===== src/rtl/pic_wr_ctrl_if.sv =====
// Port bundle for the picture-RAM write controller.
// The source side drives the byte stream and fill requests; the controller drives RAM port A.
interface pic_wr_ctrl_if #(
    parameter int unsigned ADDR_W = 15
);
    logic [7:0]        rx_data;
    logic              rx_flag;
    logic              fill_req;
    logic [7:0]        fill_color;
    logic              ram_we;
    logic [ADDR_W-1:0] ram_addr;
    logic [7:0]        ram_din;
    logic              busy;
    logic              frame_done;
    logic              load_err;
    logic [7:0]        frame_cnt;

    modport master (
        output rx_data, rx_flag, fill_req, fill_color,
        input  ram_we, ram_addr, ram_din, busy, frame_done, load_err, frame_cnt
    );

    modport slave (
        input  rx_data, rx_flag, fill_req, fill_color,
        output ram_we, ram_addr, ram_din, busy, frame_done, load_err, frame_cnt
    );
endinterface


===== src/rtl/pic_wr_ctrl.sv =====
// Picture RAM write controller: locks onto a two-byte header, loads PIC_SIZE pixels from the
// serial byte stream into RAM port A, and shares that port with a solid-colour fill engine.
module pic_wr_ctrl #(
    parameter int unsigned PIC_SIZE = 29584,
    parameter int unsigned ADDR_W   = 15,
    parameter logic [7:0]  HDR0     = 8'h55,
    parameter logic [7:0]  HDR1     = 8'hAA,
    parameter int unsigned TIMEOUT  = 500000
) (
    input logic           sys_clk,
    input logic           sys_rst_n,
    pic_wr_ctrl_if.slave  bus
);

    localparam int unsigned       GapW     = $clog2(TIMEOUT + 1);
    localparam logic [ADDR_W-1:0] LastAddr = ADDR_W'(PIC_SIZE - 1);
    localparam logic [GapW-1:0]   GapMax   = GapW'(TIMEOUT);

    typedef enum logic [1:0] {StIdle, StHdr, StLoad, StFill} state_e;

    state_e            state_q, state_d;
    logic [ADDR_W-1:0] addr_q, addr_d;
    logic [7:0]        color_q, color_d;
    logic [GapW-1:0]   gap_q, gap_d;
    logic [GapW-1:0]   gap_inc;
    logic              ram_we_q, ram_we_d;
    logic [ADDR_W-1:0] ram_addr_q, ram_addr_d;
    logic [7:0]        ram_din_q, ram_din_d;
    logic              busy_q, busy_d;
    logic              frame_done_q, frame_done_d;
    logic              load_err_q, load_err_d;
    logic [7:0]        frame_cnt_q, frame_cnt_d;

    assign gap_inc = gap_q + GapW'(1);

    always_comb begin
        state_d      = state_q;
        addr_d       = addr_q;
        color_d      = color_q;
        gap_d        = gap_q;
        ram_we_d     = 1'b0;
        ram_addr_d   = ram_addr_q;
        ram_din_d    = ram_din_q;
        frame_done_d = 1'b0;
        load_err_d   = 1'b0;
        frame_cnt_d  = frame_cnt_q;

        unique case (state_q)
            StIdle: begin
                if (bus.fill_req) begin
                    // Address 0 is written straight from the accept cycle, so the counter
                    // already points at the second pixel when FILL is entered.
                    color_d    = bus.fill_color;
                    ram_we_d   = 1'b1;
                    ram_addr_d = '0;
                    ram_din_d  = bus.fill_color;
                    if (LastAddr == '0) begin
                        frame_done_d = 1'b1;
                    end else begin
                        state_d = StFill;
                        addr_d  = ADDR_W'(1);
                    end
                end else if (bus.rx_flag && bus.rx_data == HDR0) begin
                    state_d = StHdr;
                    gap_d   = '0;
                end
            end

            StHdr: begin
                if (bus.rx_flag) begin
                    gap_d = '0;
                    if (bus.rx_data == HDR1) begin
                        state_d = StLoad;
                        addr_d  = '0;
                    end else if (bus.rx_data != HDR0) begin
                        state_d = StIdle;
                    end
                end else if (gap_inc == GapMax) begin
                    state_d    = StIdle;
                    load_err_d = 1'b1;
                end else begin
                    gap_d = gap_inc;
                end
            end

            StLoad: begin
                if (bus.rx_flag) begin
                    gap_d      = '0;
                    ram_we_d   = 1'b1;
                    ram_addr_d = addr_q;
                    ram_din_d  = bus.rx_data;
                    if (addr_q == LastAddr) begin
                        frame_done_d = 1'b1;
                        frame_cnt_d  = frame_cnt_q + 8'd1;
                        state_d      = StIdle;
                    end else begin
                        addr_d = addr_q + ADDR_W'(1);
                    end
                end else if (gap_inc == GapMax) begin
                    state_d    = StIdle;
                    load_err_d = 1'b1;
                end else begin
                    gap_d = gap_inc;
                end
            end

            StFill: begin
                ram_we_d   = 1'b1;
                ram_addr_d = addr_q;
                ram_din_d  = color_q;
                if (addr_q == LastAddr) begin
                    frame_done_d = 1'b1;
                    state_d      = StIdle;
                end else begin
                    addr_d = addr_q + ADDR_W'(1);
                end
            end

            default: state_d = StIdle;
        endcase

        // busy covers the final write cycle; a timeout drops it together with load_err.
        busy_d = (state_d != StIdle) || frame_done_d;
    end

    always_ff @(posedge sys_clk or negedge sys_rst_n) begin
        if (!sys_rst_n) begin
            state_q      <= StIdle;
            addr_q       <= '0;
            color_q      <= '0;
            gap_q        <= '0;
            ram_we_q     <= 1'b0;
            ram_addr_q   <= '0;
            ram_din_q    <= '0;
            busy_q       <= 1'b0;
            frame_done_q <= 1'b0;
            load_err_q   <= 1'b0;
            frame_cnt_q  <= '0;
        end else begin
            state_q      <= state_d;
            addr_q       <= addr_d;
            color_q      <= color_d;
            gap_q        <= gap_d;
            ram_we_q     <= ram_we_d;
            ram_addr_q   <= ram_addr_d;
            ram_din_q    <= ram_din_d;
            busy_q       <= busy_d;
            frame_done_q <= frame_done_d;
            load_err_q   <= load_err_d;
            frame_cnt_q  <= frame_cnt_d;
        end
    end

    assign bus.ram_we     = ram_we_q;
    assign bus.ram_addr   = ram_addr_q;
    assign bus.ram_din    = ram_din_q;
    assign bus.busy       = busy_q;
    assign bus.frame_done = frame_done_q;
    assign bus.load_err   = load_err_q;
    assign bus.frame_cnt  = frame_cnt_q;

endmodule


===== src/flat_wrapper.sv =====
// flat-port wrapper written by rule: the top's interface ports become plain ports
module pic_wr_ctrl_flat 
#(
    parameter int unsigned PIC_SIZE = 29584,
    parameter int unsigned ADDR_W   = 15,
    parameter logic [7:0]  HDR0     = 8'h55,
    parameter logic [7:0]  HDR1     = 8'hAA,
    parameter int unsigned TIMEOUT  = 500000
)
  (sys_clk, sys_rst_n, bus_rx_data, bus_rx_flag, bus_fill_req, bus_fill_color, bus_ram_we, bus_ram_addr, bus_ram_din, bus_busy, bus_frame_done, bus_load_err, bus_frame_cnt);
  pic_wr_ctrl_if #(.ADDR_W(ADDR_W)) bus_i ();
  input logic sys_clk;
  input logic sys_rst_n;
  input wire logic [$bits(bus_i.rx_data)-1:0] bus_rx_data;
  input wire logic [$bits(bus_i.rx_flag)-1:0] bus_rx_flag;
  input wire logic [$bits(bus_i.fill_req)-1:0] bus_fill_req;
  input wire logic [$bits(bus_i.fill_color)-1:0] bus_fill_color;
  output wire logic [$bits(bus_i.ram_we)-1:0] bus_ram_we;
  output wire logic [$bits(bus_i.ram_addr)-1:0] bus_ram_addr;
  output wire logic [$bits(bus_i.ram_din)-1:0] bus_ram_din;
  output wire logic [$bits(bus_i.busy)-1:0] bus_busy;
  output wire logic [$bits(bus_i.frame_done)-1:0] bus_frame_done;
  output wire logic [$bits(bus_i.load_err)-1:0] bus_load_err;
  output wire logic [$bits(bus_i.frame_cnt)-1:0] bus_frame_cnt;
  assign bus_i.rx_data = bus_rx_data;
  assign bus_i.rx_flag = bus_rx_flag;
  assign bus_i.fill_req = bus_fill_req;
  assign bus_i.fill_color = bus_fill_color;
  assign bus_ram_we = bus_i.ram_we;
  assign bus_ram_addr = bus_i.ram_addr;
  assign bus_ram_din = bus_i.ram_din;
  assign bus_busy = bus_i.busy;
  assign bus_frame_done = bus_i.frame_done;
  assign bus_load_err = bus_i.load_err;
  assign bus_frame_cnt = bus_i.frame_cnt;
  pic_wr_ctrl #(.PIC_SIZE(PIC_SIZE), .ADDR_W(ADDR_W), .HDR0(HDR0), .HDR1(HDR1), .TIMEOUT(TIMEOUT)) u_core (.sys_clk(sys_clk), .sys_rst_n(sys_rst_n), .bus(bus_i));
endmodule

===== config.mk =====
export PLATFORM = sky130hd
export DESIGN_NAME = pic_wr_ctrl_flat
export DESIGN_NICKNAME = d
export VERILOG_FILES = /design/src/rtl/pic_wr_ctrl_if.sv /design/src/rtl/pic_wr_ctrl.sv /design/src/flat_wrapper.sv
export SDC_FILE = /design/constraint.sdc
export NUM_CORES = 1
export LEC_CHECK = 0
export BUFFER_PORTS_ARGS = -buffer_cell sky130_fd_sc_hd__buf_4
export CAP_MARGIN = 5
export CORE_MARGIN = 2
export CORE_UTILIZATION = 40
export DETAILED_ROUTE_END_ITERATION = 7
export PLACE_DENSITY = 0.65
export SLEW_MARGIN = 0
export SYNTH_ARGS = -nofsm -noshare
export SYNTH_HDL_FRONTEND = slang
export SYNTH_SLANG_ARGS = --single-unit

===== constraint.sdc =====
create_clock -name sys_clk -period 6.2 [get_ports sys_clk]
set_input_delay 0.93 -clock sys_clk [delete_from_list [all_inputs] [get_ports sys_clk]]
set_output_delay 0.93 -clock sys_clk [all_outputs]
set_load 0.05 [all_outputs]

# After elaboration in Yosys (flattened, before gate mapping)
# Index checks and enable logic that the tools add are counted.
[word_totals] register_bits=79 latch_bits=0 ram_bits=0 romBits=0 inputBits=20 word_cells=76 mem_count=0
[classes] add_sub_neg=3 mul=0 div=0 n_lt_le_gt_ge=0 n_eq_ne=15 shifts=0 n_mux=35 n_bitwise=0 n_reduce_logical=12
[ops] operator="2-to-1 mux 15 bit" n=7
[ops] operator="2-to-1 mux 19 bit" n=4
[ops] operator="one-hot mux 15 bit (4 select lines)" n=1
[ops] operator="one-hot mux 15 bit (3 select lines)" n=1
[ops] operator="one-hot mux 19 bit (2 select lines)" n=1
[ops] operator="one-hot mux 8 bit (3 select lines)" n=1
[ops] operator="adder 19 x 1 -> 19 bit (second input constant)" n=1
[ops] operator="== test 19 bit (second input constant)" n=1
[ops] operator="2-to-1 mux 2 bit" n=8
[ops] operator="2-to-1 mux 8 bit" n=2
[ops] operator="adder 15 x 1 -> 15 bit (second input constant)" n=1
[ops] operator="== test 15 bit (second input constant)" n=1
[ops] operator="adder 8 x 1 -> 8 bit (second input constant)" n=1
[ops] operator="== test 8 x 7 -> 1 bit (second input constant)" n=1
[ops] operator="== test 8 bit (second input constant)" n=1
[ops] operator="!= test 2 bit (second input constant)" n=4
[ops] operator="!= test 8 x 7 -> 1 bit (second input constant)" n=1
[ops] operator="one-hot mux 2 bit (4 select lines)" n=1
[ops] operator="AND reduction 4 bit" n=2
[ops] operator="2-to-1 mux 1 bit" n=7
[ops] operator="AND reduction 3 bit" n=2
[ops] operator="== test 2 bit (second input constant)" n=2
[ops] operator="!= test 2 x 1 -> 1 bit (second input constant)" n=2
[ops] operator="nonzero test 2 bit" n=2
[ops] operator="other kinds (10)" n=10

# Depth between registers and ports, before layout
# Gate-level depths: netlist of the first run.
[logic_depth] word_depth=7 depth_mapped=10 mapped_depth_nobuf=9

# Worst setup path after synthesis of the first run
# No wires, ideal clock.
[synth_path] path_kind="input -> register" startpoint="input bus_rx_data[3]" endpoint="register u_core.gap_q[4]" setup_time_ps=92 arrival_ps=2453 required_ps=6108 slack_ps=3654 stages=7 path_buffers=1 path_cell_list="and4bb_2 > a31oi_1 > nor3_1 > nand2_1 > or2_1 > buf_6 > o31ai_2"
[synth_between] elab_chain_len=4
[synth_lines] item="start, declared" line_no="flat_wrapper.sv:14" rtl="input wire logic [$bits(bus_i.rx_data)-1:0] bus_rx_data;"
[synth_lines] item="== test 8 x 7 -> 1 bit" line_no="pic_wr_ctrl.sv:63" rtl="end else if (bus.rx_flag && bus.rx_data == HDR0) begin"
[synth_lines] item="logical AND 1 bit" line_no="pic_wr_ctrl.sv:63"
[synth_lines] item="!= test 2 x 1 -> 1 bit (no line)"
[synth_lines] item="AND reduction 4 bit (no line)"
[synth_lines] item="end signal, assigned" line_no="pic_wr_ctrl.sv:143" rtl="gap_q <= gap_d;"
[synth_lines] item="end, declared" line_no="pic_wr_ctrl.sv:24" rtl="logic [GapW-1:0] gap_q, gap_d;"
# No other way between the ends.
# A chain may end at the register's enable or synchronous reset.

# Final worst setup path of the first run
[layout_path] startpoint="register u_core.state_q[0]" endpoint="register u_core.addr_q[13]"
[layout_between] elab_chain_len=3 word_cells_on_any_way=10
[layout_lines] item="start, declared" line_no="pic_wr_ctrl.sv:21" rtl="state_e state_q, state_d;"
[layout_lines] item="start signal, assigned" line_no="pic_wr_ctrl.sv:128" rtl="state_q <= StIdle;"
[layout_lines] item="start signal, assigned" line_no="pic_wr_ctrl.sv:140" rtl="state_q <= state_d;"
[layout_lines] item="== test 2 x 1 -> 1 bit, or another cell as far along" line_no="pic_wr_ctrl.sv:48" rtl="unique case (state_q)"
[layout_lines] item="!= test 2 x 1 -> 1 bit (no line) or != test 2 bit (tied branches)"
[layout_lines] item="AND reduction 4 bit (no line)"
[layout_lines] item="end signal, assigned" line_no="pic_wr_ctrl.sv:141" rtl="addr_q <= addr_d;"
[layout_lines] item="end, declared" line_no="pic_wr_ctrl.sv:22" rtl="logic [ADDR_W-1:0] addr_q, addr_d;"
# Parallel ways exist; a longest one is shown, timed or not.

==> qor.csv, run 1 <==
metric,value,unit
maxSlewHeadroom,34.2,%
grt_pass1_wl,17200,µm
seq_area_frac_synth,46.1,%
start_util,41.3,%
synth_nets,499,
synth_cell_types,58,
grt_usage,18.6,%
fmax,311,MHz
clk_latency,0.35,ns
totalPowerFinal,1.93,mW
ys_async_sr_fraction,100,%
gp_congestion,0.883,
yosys_warnings,0,
clockRootBuffer,clkbuf_8,
mappedNetlistArea,0.00429,mm²
multi_input_area,0.00215,mm²
core,0.0104,mm²
die-area,0.0116,mm²
pwr_density_cell,388,mW/mm²
r2r_setup_slack,2.99,ns
endpoint,u_core.addr_q[13],
final_cell_area,0.00497,mm²
final_common_cell,nand2_1,
post-cts-setup-buffer-count,0,
ys_ff_latch,79,
hold_violations,0,
grt-ovfl-total,0,
ios,55,
cts_tree,built,
critPathCaptureType,flip-flop,
cts.path.max_buffers,2,
dr.pass1.iters,4,
r2r_end,u_core.addr_q[13],
cts.clk_slew.worst_paths,0.09,ns
final.period_utilization,51.8,%
place_area,0.00476,mm²
grt_max_degree,80,
portBuffers,54,
peakVddDrop,0.319,mV
cts_hold_buf,0,
die_w,108,µm
status,"finished, final reports clean",
synth-main-ff-cell,dfrtp_1,
path_cells,inv_1 > ha_1 > nor2_1 > o21ai_1 > nor2_1 > nand4_1 > o21ai_0,
maxSlewViolCount,0,
routed_wl,10200,µm
fin_util,47.9,%
ant_nets,0,
tightestPinTransition,0.987,ns
routed_via_density,5.64,
fin_nets,539,
max_stage_delay,0.69,ns
finalSetupTns,0,ns
cts_buffers,9,
drive_gt1_share,19.2,%
synth_edf_count,0,
start_kind,flip-flop,
period_minus_slack,3.21,ns
cts_resized,0,
regArea,0.00198,mm²
antenna_found_initial,0,
arrival,3.47,ns
synth_cells,471,
path_max_fanout,16,
crit_top_cell,nor2_1,
worst-endpoint-required,6.46,ns
slowest_stage,nor2_1,
grt_pass1_vias,3482,
hold_class,reg2reg,
setup-violations-final,0,
syn_avg_cell_area,9.10,µm²
avgRoutedWirePerCell,15.6,µm
dp.cells,636,
drc,0,
final_cell_mix,"nand2_1, dfrtp_1, buf_4",
area_growth,15.9,%
rsz0062_at_grt,no,
htreeDepth,3,
maxCapViolCount,0,
startpoint,u_core.state_q[0],
fin_worst_skew,0.0146,ns
via_count,3677,
cts_sinks,79,
rr_worst_depth,7,
crit_type,reg2reg,
nFillCells,1034,
die_h,108,µm
diodes,0,
power_leakage,2.25,nW
place_hpwl,7070,µm
rows,37,
drtIter0Drc,278,
r2r-start,u_core.state_q[0],
fin_cells,652,
[flip-flops by register name, indices dropped and copies added (netlist names)]
register and count:
u_core.bus.ram_addr 15, u_core.bus.ram_din 8, u_core.bus.load_err 1, u_core.bus.busy 1, u_core.state_q 2, u_core.bus.frame_cnt 8
u_core.bus.ram_we 1, u_core.gap_q 19, u_core.bus.frame_done 1, u_core.color_q 8, u_core.addr_q 15
[cell usage after synthesis, types with 8 or more instances]
cell type  instances  share of area [%]
o21ai_0           36                4.2
nand3_1           30                3.5
a21oi_1           12                1.4
nand4_1           10                1.5
and3_1             9                1.3
dfrtp_1           79                 46
clkbuf_1          20                1.8
mux2_2             9                2.4
ha_1               8                2.3
inv_1             12                1.1
nand2_1           82                7.2
nor2_1            37                3.2
xnor2_1            9                1.8
a22oi_1            8                1.4
a31oi_1           15                2.2
[critical path, delay by kind of cell, from the launching register on]
kind | cells | cell delay (ns)
flip-flops | 1 | 0.48
AO/OA/AOI/OAI | 2 | 0.66
buffers and inverters | 1 | 0.13
AND/OR/NAND/NOR | 3 | 1.44
adder cells (fa/ha/maj) | 1 | 0.41
[area by class of cell]
class / instances / share of cell area (%)
Inverter: 12 / 0.907
Clock buffer: 12 / 3.12
Tap cell: 136 / 3.43
Clock inverter: 4 / 1.08
Multi-Input combinational cell: 354 / 43.3
Sequential cell: 79 / 39.8
Timing Repair Buffer: 55 / 8.31
[power by group]
part | switching, mW | internal (mW) | leakage, nW
Clock | 0.190 | 0.209 | 0.0988
Sequential | 0.0628 | 0.601 | 1.05
Combinational | 0.607 | 0.258 | 1.09
[metal layers]
layer / track usage (%) / vias to the layer above / part of all wire [%]
li1: - / 1772 / -
met1: 25.8 / 1784 / 47
met2: 29.0 / 104 / 46
met3: 2.91 / 17 / 4.7
met4: 7.33 / 0 / 1.9
met5: 0 / - / 0
[stage by stage]
stage / worst slack (ns) / hold WS, ns
after floorplan: 3.65 / 0.459
after global placement: 3.14 / 0.451
after detailed placement: 3.04 / 0.458
after CTS: 3.06 / 0.478
after global routing: 2.70 / 0.508
final: 2.99 / 0.469
[cells by family (layout without fill, tap and decap cells)]
family	after synthesis	in the layout	synth area share (%)
buffers and inverters	38	83	3.71
DFF	79	79	46.1
adders and majority gates	8	8	2.34
and+or+nand+nor	217	217	26.4
AOI/OAI and AO/OA	106	106	16.2
xor gates and xnor gates	13	13	2.66
muxes	10	10	2.60
[worst min path at each step]
stage                                    to  slack [ns]  cells past startpoint               startpoint
finish               u_core.bus.ram_addr[4]        0.47                      2   u_core.bus.ram_addr[4]
global route         u_core.bus.ram_addr[1]        0.51                      2   u_core.bus.ram_addr[1]
CTS                  u_core.bus.ram_addr[4]        0.48                      2   u_core.bus.ram_addr[4]
detailed placement  u_core.bus.ram_addr[11]        0.46                      2  u_core.bus.ram_addr[11]
global placement    u_core.bus.ram_addr[13]        0.45                      2  u_core.bus.ram_addr[13]
floorplan                  u_core.gap_q[17]        0.46                      1         u_core.gap_q[17]
No activity file was read; power rests on OpenSTA's default activity.
==> run 2, diff against run 1 <==
==> constraint.sdc (replaced) <==
create_clock -name sys_clk -period 3.18 [get_ports sys_clk]
set_input_delay 0.477 -clock sys_clk [delete_from_list [all_inputs] [get_ports sys_clk]]
set_output_delay 0.477 -clock sys_clk [all_outputs]
set_load 0.05 [all_outputs]
==> run 2 against run 1 <==
  * Worst setup slack got worse by 2.7 ns
  * Register-to-register slack got worse by 2.7 ns
  * Worst hold slack got worse by 0.18 ns
  * Final area increased by 1.5%
  * Largest cell class unchanged
==> qor.csv, run 2 (synthesized netlist as in run 1, its figures left out) <==
metric,value,unit,change
via_count,3741,,"was 3,677"
ios,55,,unchanged
hold_violations,0,,unchanged
die-area,0.0116,mm²,unchanged
place_hpwl,7260,µm,was 7070 µm
dr.pass1.iters,4,,unchanged
final.period_utilization,89.6,%,was 51.8%
fin_worst_skew,0.00981,ns,was 0.0146 ns
cts.clk_slew.worst_paths,0.08,ns,was 0.09 ns
fmax,351,MHz,was 311 MHz
path_max_fanout,11,,was 16
gp_congestion,0.879,,was 0.883
peakVddDrop,0.411,mV,was 0.319 mV
period_minus_slack,2.85,ns,was 3.21 ns
setup-violations-final,0,,unchanged
start_util,41.3,%,unchanged
portBuffers,54,,unchanged
pwr_density_cell,771,mW/mm²,was 388 mW/mm²
final_cell_mix,"nand2_1, dfrtp_1, buf_4",,unchanged
grt_pass1_wl,17200,µm,about the same
rows,37,,unchanged
grt-ovfl-total,0,,unchanged
place_area,0.00483,mm²,was 0.00476 mm²
cts.path.max_buffers,2,,unchanged
fin_nets,549,,was 539
fin_cells,661,,was 652
cts_buffers,9,,unchanged
status,"finished, final reports clean",,unchanged
dp.cells,646,,was 636
post-cts-setup-buffer-count,0,,unchanged
grt_usage,18.6,%,about the same
largest_register_ffs,19,,unchanged
power_leakage,2.30,nW,was 2.25 nW
routed_wl,10200,µm,about the same
grt_pass1_vias,3513,,"was 3,482"
final_cell_area,0.00504,mm²,was 0.00497 mm²
maxSlewHeadroom,33.6,%,was 34.2%
start_kind,flip-flop,,unchanged
drive_gt1_share,20.8,%,was 19.2%
die_w,108,µm,unchanged
drtIter0Drc,250,,was 278
final_common_cell,nand2_1,,unchanged
hold_class,in2async,,was reg2reg
cts_resized,0,,unchanged
crit_type,reg2reg,,unchanged
cts_hold_buf,0,,unchanged
regMostFlops,u_core.gap_q,,unchanged
maxCapViolCount,0,,unchanged
tightestPinTransition,0.996,ns,was 0.987 ns
diodes,0,,unchanged
clockRootBuffer,clkbuf_8,,unchanged
critPathCaptureType,flip-flop,,unchanged
drc,0,,unchanged
arrival,3.06,ns,was 3.47 ns
area_growth,17.7,%,was 15.9%
htreeDepth,3,,unchanged
maxSlewViolCount,0,,unchanged
avgRoutedWirePerCell,15.4,µm,was 15.6 µm
ant_nets,0,,unchanged
rsz0062_at_grt,no,,unchanged
antenna_found_initial,0,,unchanged
cts_sinks,79,,unchanged
grt_max_degree,80,,unchanged
worst-endpoint-required,3.39,ns,was 6.46 ns
die_h,108,µm,unchanged
routed_via_density,5.66,,was 5.64
hold-worst-slack,0.285,ns,was 0.469 ns
cts_tree,built,,unchanged
finalSetupTns,0,ns,unchanged
core,0.0104,mm²,unchanged
clk_latency,0.35,ns,about the same
## run 2: cell count changes in the layout (fill, tap and decap cells not counted)
| cell | delta |
|---|---|
| clkbuf_1 | -1 |
| buf_4 | +10 |
| clkbuf_8 | -2 |
| clkinv_2 | +2 |
| bufinv_16 | +1 |
| clkinvlp_4 | -1 |
## run 2: final timing paths
path,startpoint,to,slack (ns),depth (start not counted)
max reg2reg,u_core.gap_q[0],u_core.gap_q[12],0.33,8
max,u_core.gap_q[0],u_core.gap_q[12],0.33,8
min in group sys_clk,bus_fill_color[1],u_core.color_q[1],0.37,2
max in group asynchronous,sys_rst_n,u_core.gap_q[1],2.25,1
min,sys_rst_n,u_core.bus.ram_addr[8],0.29,1
min reg2reg,u_core.bus.ram_addr[5],u_core.bus.ram_addr[5],0.47,2
## run 2: cell type report
type	count	area (µm²)
fill	1023	5330
timing repair buffer	65	488
inverter	12	45.0
tap	136	170
multi-input combinational	354	2150
clock buffer	9	124
sequential	79	1980
clock inverter	6	86.3
## run 2: stage by stage
stage                     worst slack [ns]  total power [mW]  util, %
after global routing                0.0778              4.15     48.6
after global placement               0.466              3.07     46.6
after CTS                            0.337              3.93     48.6
after floorplan                      0.784              2.55        -
final                                0.330              3.89     48.6
after detailed placement             0.349              3.10     46.6
## run 2: per-layer routing
layer  wire, µm  GRT usage, %  up-vias
li1           -             -     1787
met1       4610          25.5     1824
met2       4850          28.9      118
met3        617          4.90       12
met4        127          5.68        0
met5          0             0        -
## run 2: power breakdown
group | internal (mW) | leakage, nW | total (mW) | switching [mW]
clock | 0.436 | 0.105 | 0.804 | 0.368
combinational | 0.585 | 1.14 | 1.78 | 1.20
sequential | 1.17 | 1.05 | 1.30 | 0.128
## run 2: critical path: stages (launching register included)
cell and delay (ns):
dfrtp_1 0.44, ha_1 0.28, nand3_2 0.19, a21oi_1 0.09
or3b_2 0.44, nor4_1 0.42, and3_1 0.26, or2_1 0.44
o21ai_1 0.15
